[src/rtl/risc_lsu_pkg.sv]
// risc_lsu shared types and defaults.
// FSM state encoding and memory geometry for the load/store unit.
package risc_lsu_pkg;

    localparam int DEF_ADDR_W = 6;
    localparam int DEF_DATA_W = 32;
    localparam int MEM_DEPTH  = 64;

    typedef enum logic [1:0] {
        IDLE,
        ACCESS,
        RESP
    } lsu_state_e;

endpackage

[src/rtl/risc_lsu_burst_ctr.sv]
// risc_lsu burst address/length counter.
// Walks consecutive word addresses (wrapping) and flags the final word.
module risc_lsu_burst_ctr #(
    parameter int ADDR_W = 6
) (
    input  logic              CLK,
    input  logic              reset,
    input  logic              i_load,
    input  logic [ADDR_W-1:0] i_addr,
    input  logic [ADDR_W-1:0] i_len,
    input  logic              i_step,
    output logic [ADDR_W-1:0] o_addr,
    output logic              o_last
);

    logic [ADDR_W-1:0] r_addr;
    logic [ADDR_W-1:0] r_rem;

    // load a new burst, or advance to the next word (address wraps naturally)
    always_ff @(posedge CLK) begin
        if (reset) begin
            r_addr <= '0;
            r_rem  <= '0;
        end else if (i_load) begin
            r_addr <= i_addr;
            r_rem  <= i_len;
        end else if (i_step) begin
            r_addr <= r_addr + 1'b1;
            r_rem  <= r_rem - 1'b1;
        end
    end

    assign o_addr = r_addr;
    assign o_last = (r_rem == '0);

endmodule

[src/rtl/risc_lsu.sv]
// risc_lsu: load/store unit driving the 64x32 data memory port.
// Define RISC_LSU_BURST_EN to honour req_len as a burst-load length.
module risc_lsu
    import risc_lsu_pkg::*;
#(
    parameter int ADDR_W = DEF_ADDR_W,
    parameter int DATA_W = DEF_DATA_W
) (
    input  logic              CLK,
    input  logic              reset,
    input  logic              req_valid,
    output logic              req_ready,
    input  logic              req_we,
    input  logic [ADDR_W-1:0] req_addr,
    input  logic [DATA_W-1:0] req_wdata,
    input  logic [ADDR_W-1:0] req_len,
    output logic              resp_valid,
    input  logic              resp_ready,
    output logic [DATA_W-1:0] resp_data,
    output logic              resp_last,
    output logic [ADDR_W-1:0] mem_addr,
    output logic              mem_we,
    output logic [DATA_W-1:0] mem_wdata,
    input  logic [DATA_W-1:0] mem_rdata
);

    lsu_state_e        r_state;
    lsu_state_e        w_next;
    logic              r_we;
    logic [DATA_W-1:0] r_wdata;
    logic [DATA_W-1:0] r_rdata;
    logic [ADDR_W-1:0] w_addr;
    logic              w_last;
    logic              w_accept;
    logic              w_hs;

    assign w_accept = (r_state == IDLE) && req_valid && !reset;
    assign w_hs     = (r_state == RESP) && resp_ready && !reset;

`ifdef RISC_LSU_BURST_EN
    logic [ADDR_W-1:0] w_len;

    assign w_len = req_we ? '0 : req_len;

    risc_lsu_burst_ctr #(
        .ADDR_W (ADDR_W)
    ) u_ctr (
        .CLK    (CLK),
        .reset  (reset),
        .i_load (w_accept),
        .i_addr (req_addr),
        .i_len  (w_len),
        .i_step (w_hs && !w_last),
        .o_addr (w_addr),
        .o_last (w_last)
    );
`else
    logic [ADDR_W-1:0] r_addr;
    logic              w_unused_len;

    assign w_unused_len = ^req_len;

    // single-word mode: just hold the request address
    always_ff @(posedge CLK) begin
        if (reset) begin
            r_addr <= '0;
        end else if (w_accept) begin
            r_addr <= req_addr;
        end
    end

    assign w_addr = r_addr;
    assign w_last = 1'b1;
`endif

    // state register
    always_ff @(posedge CLK) begin
        if (reset) begin
            r_state <= IDLE;
        end else begin
            r_state <= w_next;
        end
    end

    // next state and handshake/memory strobes
    always_comb begin
        w_next     = r_state;
        req_ready  = 1'b0;
        resp_valid = 1'b0;
        resp_last  = 1'b0;
        mem_we     = 1'b0;
        unique case (r_state)
            IDLE: begin
                req_ready = !reset;
                if (w_accept) begin
                    w_next = ACCESS;
                end
            end
            ACCESS: begin
                mem_we = r_we && !reset;
                w_next = RESP;
            end
            RESP: begin
                resp_valid = !reset;
                resp_last  = w_last && !reset;
                if (w_hs) begin
                    w_next = w_last ? IDLE : ACCESS;
                end
            end
            default: begin
                w_next = IDLE;
            end
        endcase
    end

    // latch request fields; capture the response word during ACCESS
    always_ff @(posedge CLK) begin
        if (reset) begin
            r_we    <= 1'b0;
            r_wdata <= '0;
            r_rdata <= '0;
        end else begin
            if (w_accept) begin
                r_we    <= req_we;
                r_wdata <= req_wdata;
            end
            if (r_state == ACCESS) begin
                r_rdata <= r_we ? r_wdata : mem_rdata;
            end
        end
    end

    assign mem_addr  = w_addr;
    assign mem_wdata = r_wdata;
    assign resp_data = r_rdata;

endmodule

[config.mk]
export PLATFORM = sky130hd
export DESIGN_NAME = risc_lsu
export DESIGN_NICKNAME = d
export VERILOG_FILES = /design/src/rtl/risc_lsu_pkg.sv /design/src/rtl/risc_lsu_burst_ctr.sv /design/src/rtl/risc_lsu.sv
export SDC_FILE = /design/constraint.sdc
export NUM_CORES = 1
export LEC_CHECK = 0
export ABC_CLOCK_PERIOD_IN_PS = 2300
export CORE_ASPECT_RATIO = 1.75
export CORE_MARGIN = 8
export CORE_UTILIZATION = 30
export CTS_CLUSTER_DIAMETER = 30
export DETAILED_ROUTE_END_ITERATION = 8
export SLEW_MARGIN = 30
export SYNTH_ARGS = -nofsm -noshare
export SYNTH_HDL_FRONTEND = slang
export SYNTH_SLANG_ARGS = --single-unit
[constraint.sdc]
create_clock -name CLK -period 2.3 [get_ports CLK]
set_clock_uncertainty 0.2 [all_clocks]
set_input_delay 0.69 -clock CLK [delete_from_list [all_inputs] [get_ports CLK]]
set_output_delay 0.69 -clock CLK [all_outputs]
set_load 0.01 [all_outputs]
Word-level counts from Yosys, hierarchy flattened:

Cells that the tools add are included.
Widths: inputs -> output; s select.

* output and inout port bits: 74
* register bits after elaboration: 73
* logic and storage cells: 24
* input port bits: 81

* equal/unequal tests: 4
* multiplexer cells: 7
* reduce and logical (&&, ||, !) cells: 8

Operator list (number)
* $mux 32: 1
* $pmux 2 s3: 1
* $logic_and 1x1->1: 5
* $mux 2: 2
* $ne 2x2->1 const B: 2
* $mux 1: 3
* $eq 2x1->1 const B: 1
* $eq 2x2->1 const B: 1
* $logic_not 2->1: 1
* $reduce_and 2->1: 1
* $logic_not 1->1: 1

Longest topological paths before layout:

* word-level depth: 5
* depth in mapped cells: 5

Worst setup path before layout:

Ideal clock, no wire load.

* path type: input to output
* from: input port reset
* to: output port resp_valid
* slack: -0.034 ns
* data required time: 1.410 ns
* stages on the path: 3
* data arrival time: 1.444 ns
* buffers on the path: 2
* cells stage by stage: clkbuf_1 nor3b_1 buf_4

* cells in the longest elaborated chain, start to end: 2

RTL lines
* from (decl): line risc_lsu.sv:10 `input logic reset,`
* $logic_not 1->1
* $mux 1
* to (decl): line risc_lsu.sv:17 `output logic resp_valid,`

No other way between the ends.

Worst setup path in the final report:

* from: input port reset
* to: output port resp_valid

* cells in the longest elaborated chain, start to end: 2

RTL lines
* $logic_not 1->1: line risc_lsu.sv:104 `resp_valid = !reset;`
* $mux 1: line risc_lsu.sv:92 `unique case (r_state)`

No other way between the ends.

==> reports/metrics.csv <==
stage,metric,value,unit
logic_synthesis,largest family of logic cells by synthesized area,simple AND/OR/NAND/NOR gates,
route,DRC Markers,0,
cts,# clock sinks,73,
cts,CTS tree,yes,
worst_setup_path,crit-path max FO,3,
logic_synthesis,Seq cells post-synth,73,
route,routed len/inst,16.3,µm
logic_synthesis,library cells used by synthesis,20,
pwr,"Power, Total",0.00322,W
route,drt total wl,9670,µm
global_routing,first-pass GRT wire length,15300,µm
cts,Num CTS Buffers,9,
global_routing,initial antenna violation count,1,
logic_synthesis,commonest cells in the netlist,"nand2_1, dfxtp_1, a21oi_1, nor2_1",
global_routing,Global Route Usage Sum,0.149,
sta,worst-margin pin slew,0.610,ns
outcome,status,"complete, no violations",
sta,Pins Over Slew Limit,0,
cells_and_area,area growth from synthesis to layout,63.5,%
logic_synthesis,most frequent cell after synthesis,nand2_1,
cells_and_area,share of layout cells above drive strength 1,0.0810,
logic_synthesis,post-synthesis cell type with the largest combined area,dfxtp_1,
worst_setup_path,RR Startpoint,r_state[1]$_SDFFE_PP0P_,
min_path,Hold WC Path Type,flop to flop,
sta,Slew headroom,0.594,
global_routing,largest net degree at the start of global routing,66,
sta,Max Fclk,441,MHz
worst_setup_path,critical path class,primary input to output port,
placed_design,dpl cells,576,
cells_and_area,post-layout instance area,0.00474,mm²
route,DR vias,2709,
die,io pins,155,
logic_synthesis,Synth Cell Area,0.00290,mm²
logic_synthesis,Mapped Nets,404,
sta,Final period util,0.985,
logic_synthesis,synth top area cells,"dfxtp_1, mux2i_1, nand2_1, a211oi_1, a21oi_1",
logic_synthesis,Synth Area in XOR/XNOR,0,
cells_and_area,final net count,546,
logic_synthesis,most common flop cell mapped by yosys,dfxtp_1,
logic_synthesis,"EDFF count, synth",0,
pwr,Power Density,679,mW/mm²
global_routing,vias in the first global route,2834,
cts,clock transition at the registers of the reported paths,0.05,ns
worst_setup_path,FF-to-FF End,mem_wdata[22]$_SDFFE_PP0P_,
cts,CTS Root Cell,clkbuf_16,
logic_synthesis,Post-Synthesis Cells,323,
die,FP Rows,47,
die,chip height,146,µm
logic_synthesis,Compound-Gate Fraction of Synth Area,0.158,
logic_synthesis,Synth Area per Inst,8.98,µm²
worst_setup_path,Reg2Reg Depth,6,
cts,later-pin clock latency in the skew report,0.33,ns
flow_run,max_cap viols,0,
route,drt first pass iters,4,
logic_synthesis,"Async S/R FF share, synth",0,
die,Initial Utilization,0.308,
logic_synthesis,post-synthesis mux area share,0.110,
sta,"Hold Vio Cnt, Final",0,
placed_design,IO buf count,148,
logic_synthesis,register area share after synthesis,0.504,
route,detailed router's first-iteration violation count,73,
placed_design,RePlAce Congestion,0.781,
logic_synthesis,Post-Synth Adder-Cell Area,0,
worst_setup_path,crit path capture type,output port,
route,routed vias/inst,4.58,
logic_synthesis,post-synthesis simple-gate area fraction,0.160,
die,area of the core,0.00941,mm²
sta,Final WS setup,0.0349,ns
worst_setup_path,"setup slack, reg-to-reg",0.47,ns
pwr,Leak,1.66,nW
worst_setup_path,Setup crit start,reset,
cts,Longest Clk Path Bufs,2,
worst_setup_path,crit path launch type,primary input,
worst_setup_path,CP Data Required Time,1.41,ns
sta,crit path time final,2.27,ns
sta,unrepaired setup endpoints after global routing,yes,
cts,H-Tree Level Count,3,
placed_design,pre-CTS WS,-0.287,ns
logic_synthesis,Yosys warning count,0,
logic_synthesis,area share of the largest cell type after synthesis,0.504,
sta,setup TNS,0,ns
global_routing,grt ovf,0,
placed_design,dpl hpwl,7020,µm
die,DIE AREA,0.0132,mm²
sta,Setup-failing EPs final,0,
cells_and_area,Non-Filler Instances,592,
worst_setup_path,worst setup path endpoint,resp_valid,
worst_setup_path,crit path DAT,1.38,ns
placed_design,placed cell areas,0.00448,mm²
pwr,worst vdd ir,0.371,mV
route,post-route antenna net violation count,0,
die,Die Width,90.3,µm
## layer usage
metal	global-route usage	vias up	share of wire
met5	0	-	0
met4	0.0930	0	0.034
met3	0.0457	19	0.055
met2	0.273	80	0.55
met1	0.140	1224	0.36
li1	-	1386	-
## registers in the layout (all words and copies together) (netlist names)
name       count
mem_wdata     32
mem_addr       6
r_state        2
r_we           1
resp_data     32
## repair_timing
item,4_1_cts,5_1_grt
hold buffers,0,0
resized for setup,6,4
setup buffers,0,0
endpoints found under the hold margin,0,0
endpoints found under the setup margin,4,3
## final cells by class
type / instances / area (µm²)
multi-input combinational: 221 / 1260
antenna: 1 / 2.50
clock buffer: 11 / 243
clock inverter: 4 / 20.0
fill: 930 / 4670
tap: 122 / 153
sequential: 73 / 1460
inverter: 1 / 8.76
timing repair buffer: 159 / 1590
## through the flow
stage	utilization	hold WS [ns]
floorplan	-	0.281
global placement	0.476	0.242
detailed placement	0.476	0.246
CTS	0.503	0.254
global route	0.504	0.285
finish	0.504	0.254
## how the worst min path moves through the flow
stage / cells after the start / end / from / slack [ns]
finish: 2 / mem_addr[1]$_SDFFE_PP0P_ / mem_addr[1]$_SDFFE_PP0P_ / 0.25
global route: 2 / mem_addr[3]$_SDFFE_PP0P_ / mem_addr[3]$_SDFFE_PP0P_ / 0.29
CTS: 2 / mem_addr[1]$_SDFFE_PP0P_ / mem_addr[1]$_SDFFE_PP0P_ / 0.25
detailed placement: 2 / mem_addr[1]$_SDFFE_PP0P_ / mem_addr[1]$_SDFFE_PP0P_ / 0.25
global placement: 2 / mem_addr[1]$_SDFFE_PP0P_ / mem_addr[1]$_SDFFE_PP0P_ / 0.24
floorplan: 2 / mem_addr[0]$_SDFFE_PP0P_ / mem_addr[0]$_SDFFE_PP0P_ / 0.28
## critical path, stage by stage
cell	delay [ns]
buf_2	0.11
buf_4	0.14
nor3b_2	0.17
clkdlybuf4s15_1	0.27
## cell families after synthesis
family	Yosys count
and+or+nand+nor	117
DFF	73
AOI/OAI and AO/OA	72
muxes	32
buffers and inverters	29
## power by group
group          switching, W  internal, W  leakage (nW)
combinational      0.000252     0.000341         0.923
clock              0.000492     0.000745         0.135
sequential        0.0000464      0.00134         0.598
total              0.000790      0.00243          1.66
## cell usage in the layout, fill, tap and decap left out, types with 2 or more instances in the layout
| cell | n |
|---|---|
| a21oi_2 | 5 |
| a21oi_1 | 34 |
| buf_2 | 2 |
| dfxtp_1 | 72 |
| a211oi_1 | 32 |
| buf_12 | 3 |
| clkdlybuf4s50_1 | 143 |
| nor2_1 | 34 |
| clkbuf_16 | 9 |
| nand2_1 | 77 |
| buf_4 | 8 |
| nor3b_2 | 2 |
| clkinv_2 | 4 |
| clkdlybuf4s15_1 | 2 |
| mux2i_1 | 32 |
Power figures use the tool's default switching activity.
